$ cat src/rtl/trng_pkg.sv
`default_nettype none
// ============================================================================
// Module      : trng_pkg
// Description : Shared types and default sizes for the TRNG post-processor.
// Revision    : 1.0 - initial release
// ============================================================================
package trng_pkg;

    typedef enum logic [1:0] {
        IDLE   = 2'd0,
        WARMUP = 2'd1,
        RUN    = 2'd2,
        FAIL   = 2'd3
    } state_t;

    localparam int DEF_WORD_WIDTH    = 32;
    localparam int DEF_FIFO_DEPTH    = 4;
    localparam int DEF_WARMUP_CYCLES = 16;
    localparam int DEF_REP_LIMIT     = 32;

endpackage
`default_nettype wire

$ cat src/rtl/trng_fifo.sv
`default_nettype none
// ============================================================================
// Module      : trng_fifo
// Description : Synchronous FIFO with flush; head word shown as zero when empty.
// Revision    : 1.0 - initial release
// ============================================================================
module trng_fifo
#(
    parameter int  WIDTH = 32,
    parameter int  DEPTH = 4,
    localparam int AW    = $clog2(DEPTH),
    localparam int LW    = AW + 1
)(
    input  logic             clk,
    input  logic             rst_n,
    input  logic             push_i,
    input  logic [WIDTH-1:0] push_data_i,
    input  logic             pop_i,
    input  logic             flush_i,
    output logic             full_o,
    output logic             empty_o,
    output logic [LW-1:0]    level_o,
    output logic [WIDTH-1:0] head_o
);

    logic [WIDTH-1:0] mem_q [DEPTH];
    logic [AW-1:0]    wr_ptr_q;
    logic [AW-1:0]    rd_ptr_q;
    logic [LW-1:0]    count_q;
    logic             do_push;
    logic             do_pop;

    assign full_o  = (count_q == LW'(DEPTH));
    assign empty_o = (count_q == '0);
    assign do_pop  = pop_i & ~empty_o;
    // A pop frees the slot in the same cycle, so push into a full FIFO is legal alongside it.
    assign do_push = push_i & (~full_o | do_pop);

    always_ff @(posedge clk or negedge rst_n) begin
        if (!rst_n) begin
            wr_ptr_q <= '0;
            rd_ptr_q <= '0;
            count_q  <= '0;
        end else if (flush_i) begin
            wr_ptr_q <= '0;
            rd_ptr_q <= '0;
            count_q  <= '0;
        end else begin
            if (do_push) begin
                wr_ptr_q <= wr_ptr_q + 1'b1;
            end
            if (do_pop) begin
                rd_ptr_q <= rd_ptr_q + 1'b1;
            end
            count_q <= count_q + LW'(do_push) - LW'(do_pop);
        end
    end

    always_ff @(posedge clk) begin
        if (do_push && !flush_i) begin
            mem_q[wr_ptr_q] <= push_data_i;
        end
    end

    assign level_o = count_q;
    assign head_o  = empty_o ? '0 : mem_q[rd_ptr_q];

endmodule
`default_nettype wire

$ cat src/rtl/trng_postproc.sv
`default_nettype none
// ============================================================================
// Module      : trng_postproc
// Description : TRNG enable control, von Neumann debias, repetition health
//               test, word packing and buffered valid/ready read port.
// Revision    : 1.0 - initial release
// ============================================================================
module trng_postproc
    import trng_pkg::*;
#(
    parameter int  WORD_WIDTH    = DEF_WORD_WIDTH,
    parameter int  FIFO_DEPTH    = DEF_FIFO_DEPTH,
    parameter int  WARMUP_CYCLES = DEF_WARMUP_CYCLES,
    parameter int  REP_LIMIT     = DEF_REP_LIMIT,
    localparam int LVL_W         = $clog2(FIFO_DEPTH) + 1
)(
    input  logic                  clk,
    input  logic                  rst_n,
    input  logic                  enable,
    output logic                  trng_en,
    input  logic                  trng_out,
    output logic                  rd_valid,
    input  logic                  rd_ready,
    output logic [WORD_WIDTH-1:0] rd_data,
    output logic [LVL_W-1:0]      level,
    output logic                  health_fail,
    input  logic                  clear_fail
);

    localparam int BIT_W  = $clog2(WORD_WIDTH);
    localparam int REP_W  = $clog2(REP_LIMIT + 1);
    localparam int WARM_W = $clog2(WARMUP_CYCLES + 1);

    state_t                state_q, state_d;
    logic [WARM_W-1:0]     warm_q, warm_d;
    logic                  trng_en_q;
    logic                  health_fail_q, health_fail_d;
    logic [REP_W-1:0]      rep_cnt_q, rep_cnt_d;
    logic                  last_q, last_d;
    logic                  phase_q, phase_d;
    logic                  first_q, first_d;
    logic [WORD_WIDTH-1:0] word_q, word_d;
    logic [BIT_W-1:0]      bit_cnt_q, bit_cnt_d;
    logic                  pend_q, pend_d;
    logic [WORD_WIDTH-1:0] pend_word_q, pend_word_d;

    logic                  run;
    logic [REP_W-1:0]      rep_next;
    logic                  trip;
    logic                  pop;
    logic                  can_push;
    logic                  emit;
    logic                  complete;
    logic [WORD_WIDTH-1:0] word_fill;
    logic                  push;
    logic [WORD_WIDTH-1:0] push_data;
    logic                  fifo_full;
    logic                  fifo_empty;

    assign rd_valid    = ~fifo_empty;
    assign pop         = rd_valid & rd_ready;
    assign can_push    = ~fifo_full | pop;
    assign trng_en     = trng_en_q;
    assign health_fail = health_fail_q;

    // Raw bits are consumed only while running and enabled; dropping enable wins over a trip.
    assign run      = (state_q == RUN) && enable;
    assign rep_next = ((rep_cnt_q != '0) && (trng_out == last_q)) ? rep_cnt_q + 1'b1 : REP_W'(1);
    assign trip     = run && (rep_next == REP_W'(REP_LIMIT));
    assign emit     = run & ~pend_q & phase_q & (first_q ^ trng_out);
    assign complete = emit && (bit_cnt_q == BIT_W'(WORD_WIDTH - 1));
    assign push     = run & ~trip & can_push & (pend_q | complete);

    always_comb begin
        word_fill            = word_q;
        word_fill[bit_cnt_q] = first_q;
        push_data            = pend_q ? pend_word_q : word_fill;
    end

    always_comb begin
        rep_cnt_d   = rep_cnt_q;
        last_d      = last_q;
        phase_d     = phase_q;
        first_d     = first_q;
        word_d      = word_q;
        bit_cnt_d   = bit_cnt_q;
        pend_d      = pend_q;
        pend_word_d = pend_word_q;
        if (!run || trip) begin
            rep_cnt_d   = '0;
            last_d      = 1'b0;
            phase_d     = 1'b0;
            first_d     = 1'b0;
            word_d      = '0;
            bit_cnt_d   = '0;
            pend_d      = 1'b0;
            pend_word_d = '0;
        end else begin
            rep_cnt_d = rep_next;
            last_d    = trng_out;
            // A word waiting for a FIFO slot freezes pair collection at the first-bit phase.
            if (pend_q) begin
                if (can_push) begin
                    pend_d = 1'b0;
                end
            end else if (!phase_q) begin
                first_d = trng_out;
                phase_d = 1'b1;
            end else begin
                phase_d = 1'b0;
                if (complete) begin
                    word_d    = '0;
                    bit_cnt_d = '0;
                    if (!can_push) begin
                        pend_d      = 1'b1;
                        pend_word_d = word_fill;
                    end
                end else if (emit) begin
                    word_d    = word_fill;
                    bit_cnt_d = bit_cnt_q + 1'b1;
                end
            end
        end
    end

    always_comb begin
        state_d       = state_q;
        warm_d        = '0;
        health_fail_d = health_fail_q;
        case (state_q)
            IDLE: begin
                if (enable && !health_fail_q) begin
                    state_d = WARMUP;
                end
            end
            WARMUP: begin
                if (!enable) begin
                    state_d = IDLE;
                end else if (warm_q == WARM_W'(WARMUP_CYCLES - 1)) begin
                    state_d = RUN;
                end else begin
                    warm_d = warm_q + 1'b1;
                end
            end
            RUN: begin
                if (!enable) begin
                    state_d = IDLE;
                end else if (trip) begin
                    state_d       = FAIL;
                    health_fail_d = 1'b1;
                end
            end
            FAIL: begin
                if (clear_fail) begin
                    state_d       = IDLE;
                    health_fail_d = 1'b0;
                end
            end
            default: begin
                state_d = IDLE;
            end
        endcase
    end

    always_ff @(posedge clk or negedge rst_n) begin
        if (!rst_n) begin
            state_q       <= IDLE;
            warm_q        <= '0;
            trng_en_q     <= 1'b0;
            health_fail_q <= 1'b0;
            rep_cnt_q     <= '0;
            last_q        <= 1'b0;
            phase_q       <= 1'b0;
            first_q       <= 1'b0;
            word_q        <= '0;
            bit_cnt_q     <= '0;
            pend_q        <= 1'b0;
            pend_word_q   <= '0;
        end else begin
            state_q       <= state_d;
            warm_q        <= warm_d;
            trng_en_q     <= (state_d == WARMUP) || (state_d == RUN);
            health_fail_q <= health_fail_d;
            rep_cnt_q     <= rep_cnt_d;
            last_q        <= last_d;
            phase_q       <= phase_d;
            first_q       <= first_d;
            word_q        <= word_d;
            bit_cnt_q     <= bit_cnt_d;
            pend_q        <= pend_d;
            pend_word_q   <= pend_word_d;
        end
    end

    trng_fifo #(
        .WIDTH (WORD_WIDTH),
        .DEPTH (FIFO_DEPTH)
    ) u_fifo (
        .clk         (clk),
        .rst_n       (rst_n),
        .push_i      (push),
        .push_data_i (push_data),
        .pop_i       (pop),
        .flush_i     (trip),
        .full_o      (fifo_full),
        .empty_o     (fifo_empty),
        .level_o     (level),
        .head_o      (rd_data)
    );

endmodule
`default_nettype wire

$ cat config.mk
export PLATFORM = sky130hd
export DESIGN_NAME = trng_postproc
export DESIGN_NICKNAME = d
export VERILOG_FILES = /design/src/rtl/trng_pkg.sv /design/src/rtl/trng_fifo.sv /design/src/rtl/trng_postproc.sv
export SDC_FILE = /design/constraint.sdc
export NUM_CORES = 1
export LEC_CHECK = 0
export ABC_AREA = 1
export BUFFER_PORTS_ARGS = -buffer_cell sky130_fd_sc_hd__buf_2
export CORE_MARGIN = 2
export CORE_UTILIZATION = 25
export CTS_CLUSTER_DIAMETER = 120
export DETAILED_ROUTE_END_ITERATION = 12
export PLACE_DENSITY = 0.35
export SLEW_MARGIN = 10
export SYNTH_ARGS = -nofsm -noshare
export SYNTH_HDL_FRONTEND = slang
export SYNTH_SLANG_ARGS = --single-unit
$ cat constraint.sdc
create_clock -name clk -period 4.95 [get_ports clk]
set_input_delay 0.7425 -clock clk [delete_from_list [all_inputs] [get_ports clk]]
set_output_delay 0.7425 -clock clk [all_outputs]
set_load 0.01 [all_outputs]
# ---- Yosys cells after proc, flatten, opt, wreduce, memory -nomap -nowiden
# Memory sizes are Yosys's and may differ from the RTL's.
# Cells that the tools add are included.
dict set report totals {
  ram_bits 128
  out_inout_bits 38
  reg_bits 95
  memories 1
}
dict set report classes {
  n_eq_ne 16
  reduce_logical 25
  add_sub_neg 7
  n_lt_le_gt_ge 2
  muxes 55
  bitwise_logic 17
}
# memory words word_bits read_ports rd_clocked_by_memory_dff wr line
set mem_list {}
lappend mem_list {u_fifo.mem_q 4 32 1 0 1 trng_fifo.sv:26} ;# logic [WIDTH-1:0] mem_q [DEPTH];
# op n
set op_table {}
lappend op_table {{two-way mux 32 bit} 12}
lappend op_table {{two-way mux 5 bit} 8}
lappend op_table {{bitwise mux 32 bit} 1}
lappend op_table {{two-way mux 2 bit} 10}
lappend op_table {{two-way mux 1 bit} 18}
lappend op_table {{two-way mux 6 bit} 2}
lappend op_table {{adder 5 x 1 -> 5 bit (second input constant)} 2}
lappend op_table {{nonzero test 2 bit} 5}
lappend op_table {{AND 1 bit} 9}
lappend op_table {{one-hot mux 2 bit (4 select lines)} 1}
lappend op_table {{AND reduction 4 bit} 2}
lappend op_table {{logical AND 1 bit} 7}
lappend op_table {{adder 6 x 1 -> 6 bit (second input constant)} 1}
lappend op_table {{equality test 2 bit (second input constant)} 3}
lappend op_table {{equality test 6 bit (second input constant)} 1}
lappend op_table {{< comparator 5 x 6 -> 1 bit (second input constant)} 1}
lappend op_table {{!= test 2 x 1 -> 1 bit (second input constant)} 3}
lappend op_table {{!= test 2 bit (second input constant)} 3}
lappend op_table {{nonzero test 6 bit} 1}
lappend op_table {{demux 1 bit (select 5 bit)} 1}
lappend op_table {{equality test 5 x 4 -> 1 bit (second input constant)} 1}
lappend op_table {{equality test 5 bit (second input constant)} 1}
lappend op_table {{greater-or-equal comparator 5 x 1 -> 1 bit (second input constant)} 1}
lappend op_table {{adder 2 x 1 -> 2 bit (second input constant)} 2}
lappend op_table {{17 further kinds} 26}

# ---- Depth between registers and ports, before layout
dict set report logic_depth {
  depth_word 13
  depth_mapped 15
  ltp_nobuf 15
}

# ---- Modules after synthesis
# A second synthesis with hierarchy kept.
dict set report unflattened {
  hier_cells 1151
  hier_area_um2 10615.2
}
# module n_inst cells_each seq_area_each_um2 area_per_inst_um2
set by_module_without_submodules {}
lappend by_module_without_submodules {trng_fifo 1 472 4018.9 5560.3}
lappend by_module_without_submodules {trng_postproc 1 679 2202.1 5054.8}

# ---- Worst setup path before layout
# OpenSTA, ideal clock, no wires.
dict set report synth_path {
  path_type {input to register}
  start {in trng_out}
  end {mem u_fifo.mem_q[0][0], enable pin}
  path_slack_ps 1606
  setup_time_ps 421
  t_arrival_ps 2922
  stages 8
  n_path_buf 0
  required_time_ps 4529
  path_cell_list {inv_1 -> nand2_1 -> nand3_2 -> nor2_4 -> nand2_4 -> nand2_1 -> nand4_1 -> nor2_1}
}
dict set report synth_via {
  elab_chain_len 13
}
# element line
set synth_lines {}
lappend synth_lines {{start: declaration} trng_postproc.sv:21} ;# input logic trng_out,
lappend synth_lines {{equality test 1 bit} trng_postproc.sv:68} ;# assign rep_next = ((rep_cnt_q != '0) && (trng_out == last_q)) ? rep_cnt_q + 1'b1 : REP_W'(1);
lappend synth_lines {{logical AND 1 bit} trng_postproc.sv:68}
lappend synth_lines {{two-way mux 6 bit} trng_postproc.sv:68}
lappend synth_lines {{equality test 6 bit} trng_postproc.sv:69} ;# assign trip = run && (rep_next == REP_W'(REP_LIMIT));
lappend synth_lines {{logical AND 1 bit} trng_postproc.sv:69}
lappend synth_lines {{NOT 1 bit} trng_postproc.sv:72} ;# assign push = run & ~trip & can_push & (pend_q | complete);
lappend synth_lines {{AND 1 bit (3 in a row)} trng_postproc.sv:72}
lappend synth_lines {{AND 1 bit} trng_fifo.sv:37} ;# assign do_push = push_i & (~full_o | do_pop);
lappend synth_lines {{logical AND 1 bit *} trng_fifo.sv:60} ;# if (do_push && !flush_i) begin
lappend synth_lines {{two-way mux 1 bit *} trng_fifo.sv:60}
lappend synth_lines {{two-way mux 1 bit (implied by the code) *} trng_fifo.sv:61} ;# mem_q[wr_ptr_q] <= push_data_i;
lappend synth_lines {{end: declaration} trng_fifo.sv:26}
# Every way passes the cells marked *; elsewhere a longest branch is shown, timed or not.

# ---- Final worst setup path
dict set report layout_path {
  start {reg bit_cnt_q[0]}
  end {mem u_fifo.mem_q[2][10], enable pin}
}
dict set report layout_via {
  elab_chain_len 8
}
# element line
set layout_lines {}
lappend layout_lines {{start: declaration} trng_postproc.sv:43} ;# logic [BIT_W-1:0] bit_cnt_q, bit_cnt_d;
lappend layout_lines {{start signal: assignment} trng_postproc.sv:189} ;# bit_cnt_q <= bit_cnt_d;
lappend layout_lines {{equality test 5 bit} trng_postproc.sv:71} ;# assign complete = emit && (bit_cnt_q == BIT_W'(WORD_WIDTH - 1));
lappend layout_lines {{logical AND 1 bit} trng_postproc.sv:71}
lappend layout_lines {{bitwise OR 1 bit} trng_postproc.sv:72}
lappend layout_lines {{AND 1 bit} trng_postproc.sv:72}
lappend layout_lines {{AND 1 bit} trng_fifo.sv:37}
lappend layout_lines {{logical AND 1 bit} trng_fifo.sv:60}
lappend layout_lines {{two-way mux 1 bit} trng_fifo.sv:60}
lappend layout_lines {{two-way mux 1 bit (implied by the code)} trng_fifo.sv:61}
# Every way passes these cells.

==> out/metrics.yaml <==
wire_per_inst_um: 16.3
timing.final.crit_share: 0.696
max_freq_ghz: 0.290
clock_latency_ns: 0.54
num_vias: 7184
cp_max_fo: 32
place_hpwl_um: 16500
drt.antenna.violating_nets: 0
synth_edf_count: 128
layout-drive-gt1-share: 0.105
peakVddDrop_v: 0.000226
grt_pass1_vias: 7195
dr.pass1.iters: 4
tightest_slew_ns: 1.05
drtIter0Drc: 459
powerDensity_nw_per_um2: 437
drv_cap: 0
nets: 1129
finClkSkew_ns: 0.0124
hold_viol: 0
path_class: "reg2reg"
worstPathCellList: "ha_1 -> nand2_1 -> nor2_1 -> ha_1 -> nand2_4 -> nand2_1 -> nand4_1 -> nor2_4"
timing.rr.start: "bit_cnt_q[0]$_DFFE_PN0P_"
syn_area_per_cell_um2: 9.37
setup_tns_ns: 0
io_pins: 44
core_area_um2: 39900
endpoint: "u_fifo.mem_q[2][10]$_DFFE_PP_"
viasPerCell: 4.35
p_clk_frac: 0.366
worstSetupStartpoint: "bit_cnt_q[0]$_DFFE_PN0P_"
die_w_um: 205
p_leak_nw: 5.02
cp.buffers_inverters: 0
dieHeight_um: 205
crit_family: "simple AND/OR/NAND/NOR gates"
drt-total-wl_um: 26900
synth.distinct_cells: 35
route.detailed.drc: 0
core.rowCount: 73
syn_to_final_growth_pct: 15.1
clock-sinks: 223
cp.arrival_ns: 3.59
slowest_delay_ns: 1.00
worst-r2r-cell-count: 8
setup_viol: 0
gp_congestion: 0.722
cts_hold_buf: 0
synth_flop_cell: "edfxtp_1"
die-area_um2: 42200
yosysSeqAreaShare: 0.613
yosys-top-cells-area: "edfxtp_1, dfrtp_1, nand2_1, nor2_1, o21ai_0"
yosys.area.top_type: "edfxtp_1"
cp-end-kind: "flip-flop"
grt_pass1_wl_um: 42800
grt_overflow: 0
r2r_setup_slack_ns: 1.50
synthArstFlopShare: 0.426
htree_levels: 1
rsz0062_at_grt: "no"
fin_crit_ns: 3.45
cp.required_ns: 5.10
cts_buffers: 26
outcome: "finished, final reports clean"
syn_nets: 1104
p_int_mw: 3.49
mappedNetlistArea_um2: 10100
relSlewSlack: 0.298
n_antenna_cell: 0
grt_max_degree: 67
ys_warn_count: 0
grt_use_total: 0.131
cp_num_cells: 8
crit_slowest_cell: "nor2_4"
synth_top_area_share: 0.379
r2r-end: "u_fifo.mem_q[2][10]$_DFFE_PP_"
fin_hold_ws_ns: 0.337
root_buffer: "clkbuf_16"
syn_inst: 1083
p_switching_mw: 1.61
grt_antenna_before_repair: 0
numPortBuffers: 43
p_seq_frac: 0.392
cp-start-kind: "flip-flop"
cts_setup_buffers: 0
slew_violations: 0
cts_resized: 0
ys_ff_latch: 223
combPwrFrac: 0.242
swShare: 0.316
clockBufferDepth: 3
cts_tree: "yes"
start_util: 0.254
hold_path_class: "in2async"
clkTransAtPathRegs_ns: 0.06
## metrics by stage
stage | setup WS (ns) | cell area (um2) | power, mW | util | instances
6_report | 1.50 | 11700 | 5.10 | 0.293 | 1652
5_1_grt | 1.20 | 11700 | 5.44 | 0.293 | 1652
4_1_cts | 1.41 | 11700 | 5.23 | 0.293 | 1652
3_5_place_dp | 1.42 | 10900 | 3.33 | 0.272 | 1605
3_3_place_gp | 1.47 | 10900 | 3.33 | 0.272 | 1605
2_1_floorplan | 1.61 | 10100 | 2.83 | - | 1083
## cell families (layout without fill, tap and decap cells)
group | Yosys count | in the layout | share of synthesized area
AO/OA/AOI/OAI | 182 | 182 | 0.0919
AND/OR/NAND/NOR | 542 | 542 | 0.221
flip-flops | 223 | 223 | 0.613
XOR/XNOR | 6 | 6 | 0.00518
adder cells (fa/ha/maj) | 15 | 15 | 0.0192
buffers and inverters | 115 | 159 | 0.0495
## sequential cells by signal (all words and copies together), names as in the netlist, 2 cells and up
| register | flops |
|---|---|
| u_fifo.level_o | 3 |
| u_fifo.wr_ptr_q | 2 |
| pend_word_q | 32 |
| word_q | 32 |
| u_fifo.rd_ptr_q | 2 |
| state_q | 2 |
| rep_cnt_q | 6 |
| warm_q | 5 |
| u_fifo.mem_q | 128 |
| bit_cnt_q | 5 |
## cell usage in the layout, fill, tap and decap left out, types with 3 or more instances in the layout
cell type	netlist	final
nand2_1	288	288
xor2_1	3	3
clkinv_1	1	9
a31oi_1	11	11
nor2_4	3	7
nor3_1	6	5
dfrtp_1	95	94
clkinv_2	2	9
nor3_2	2	3
inv_1	51	51
a21oi_1	75	75
ha_1	14	14
edfxtp_1	128	128
xnor2_1	3	3
o21ai_0	93	93
nor2_1	173	169
nand3_1	53	53
buf_4	3	14
nand4_1	6	6
clkbuf_16	0	27
buf_2	9	42
## synthesized netlist by cell type, types with 3 or more instances
master,instances
edfxtp_1,128
inv_1,51
nor2_1,173
dfrtp_1,95
buf_1,5
buf_4,3
buf_2,9
ha_1,14
o21ai_0,93
a21oi_1,75
nand3_1,53
nor3_1,6
clkbuf_1,36
buf_6,6
nor2_4,3
nand4_1,6
xor2_1,3
xnor2_1,3
a31oi_1,11
nand2_1,288
## layout make-up
class	count	area, um2
fillers	4242	28200
multi-input cells	745	3460
clock buffers	29	683
clock inverters	18	133
flip-flops and latches	223	6220
well taps	525	657
repair buffers	56	315
inverters	56	213
## metal layers
layer | part of all wire | vias to the layer above | GRT usage | wire, um
met2 | 0.44 | 81 | 0.204 | 11800
met3 | 0.030 | 30 | 0.0185 | 798
met5 | 0 | - | 0 | 0
met1 | 0.51 | 3430 | 0.191 | 13800
met4 | 0.016 | 0 | 0.0331 | 435
li1 | - | 3643 | - | -
## how the worst min path moves through the flow
stage	startpoint	endpoint	slack, ns	depth (start not counted)
6_report	rst_n	warm_q[0]$_DFF_PN0_	0.34	1
5_1_grt	rst_n	warm_q[0]$_DFF_PN0_	0.39	1
4_1_cts	rst_n	warm_q[4]$_DFF_PN0_	0.36	1
3_5_place_dp	warm_q[0]$_DFF_PN0_	warm_q[0]$_DFF_PN0_	0.45	1
3_3_place_gp	warm_q[0]$_DFF_PN0_	warm_q[0]$_DFF_PN0_	0.45	1
2_1_floorplan	warm_q[0]$_DFF_PN0_	warm_q[0]$_DFF_PN0_	0.43	1
## power groups by stage
| stage | Combinational, mW | Clock [mW] | Sequential (mW) |
|---|---|---|---|
| after detailed placement | 1.29 | 0 | 2.04 |
| after CTS | 1.29 | 1.94 | 2.00 |
| after global placement | 1.29 | 0 | 2.04 |
| after floorplan | 0.794 | 0 | 2.04 |
| final | 1.24 | 1.87 | 2.00 |
| after global routing | 1.42 | 2.01 | 2.00 |
Note: power is estimated with default switching activity, not from simulation.
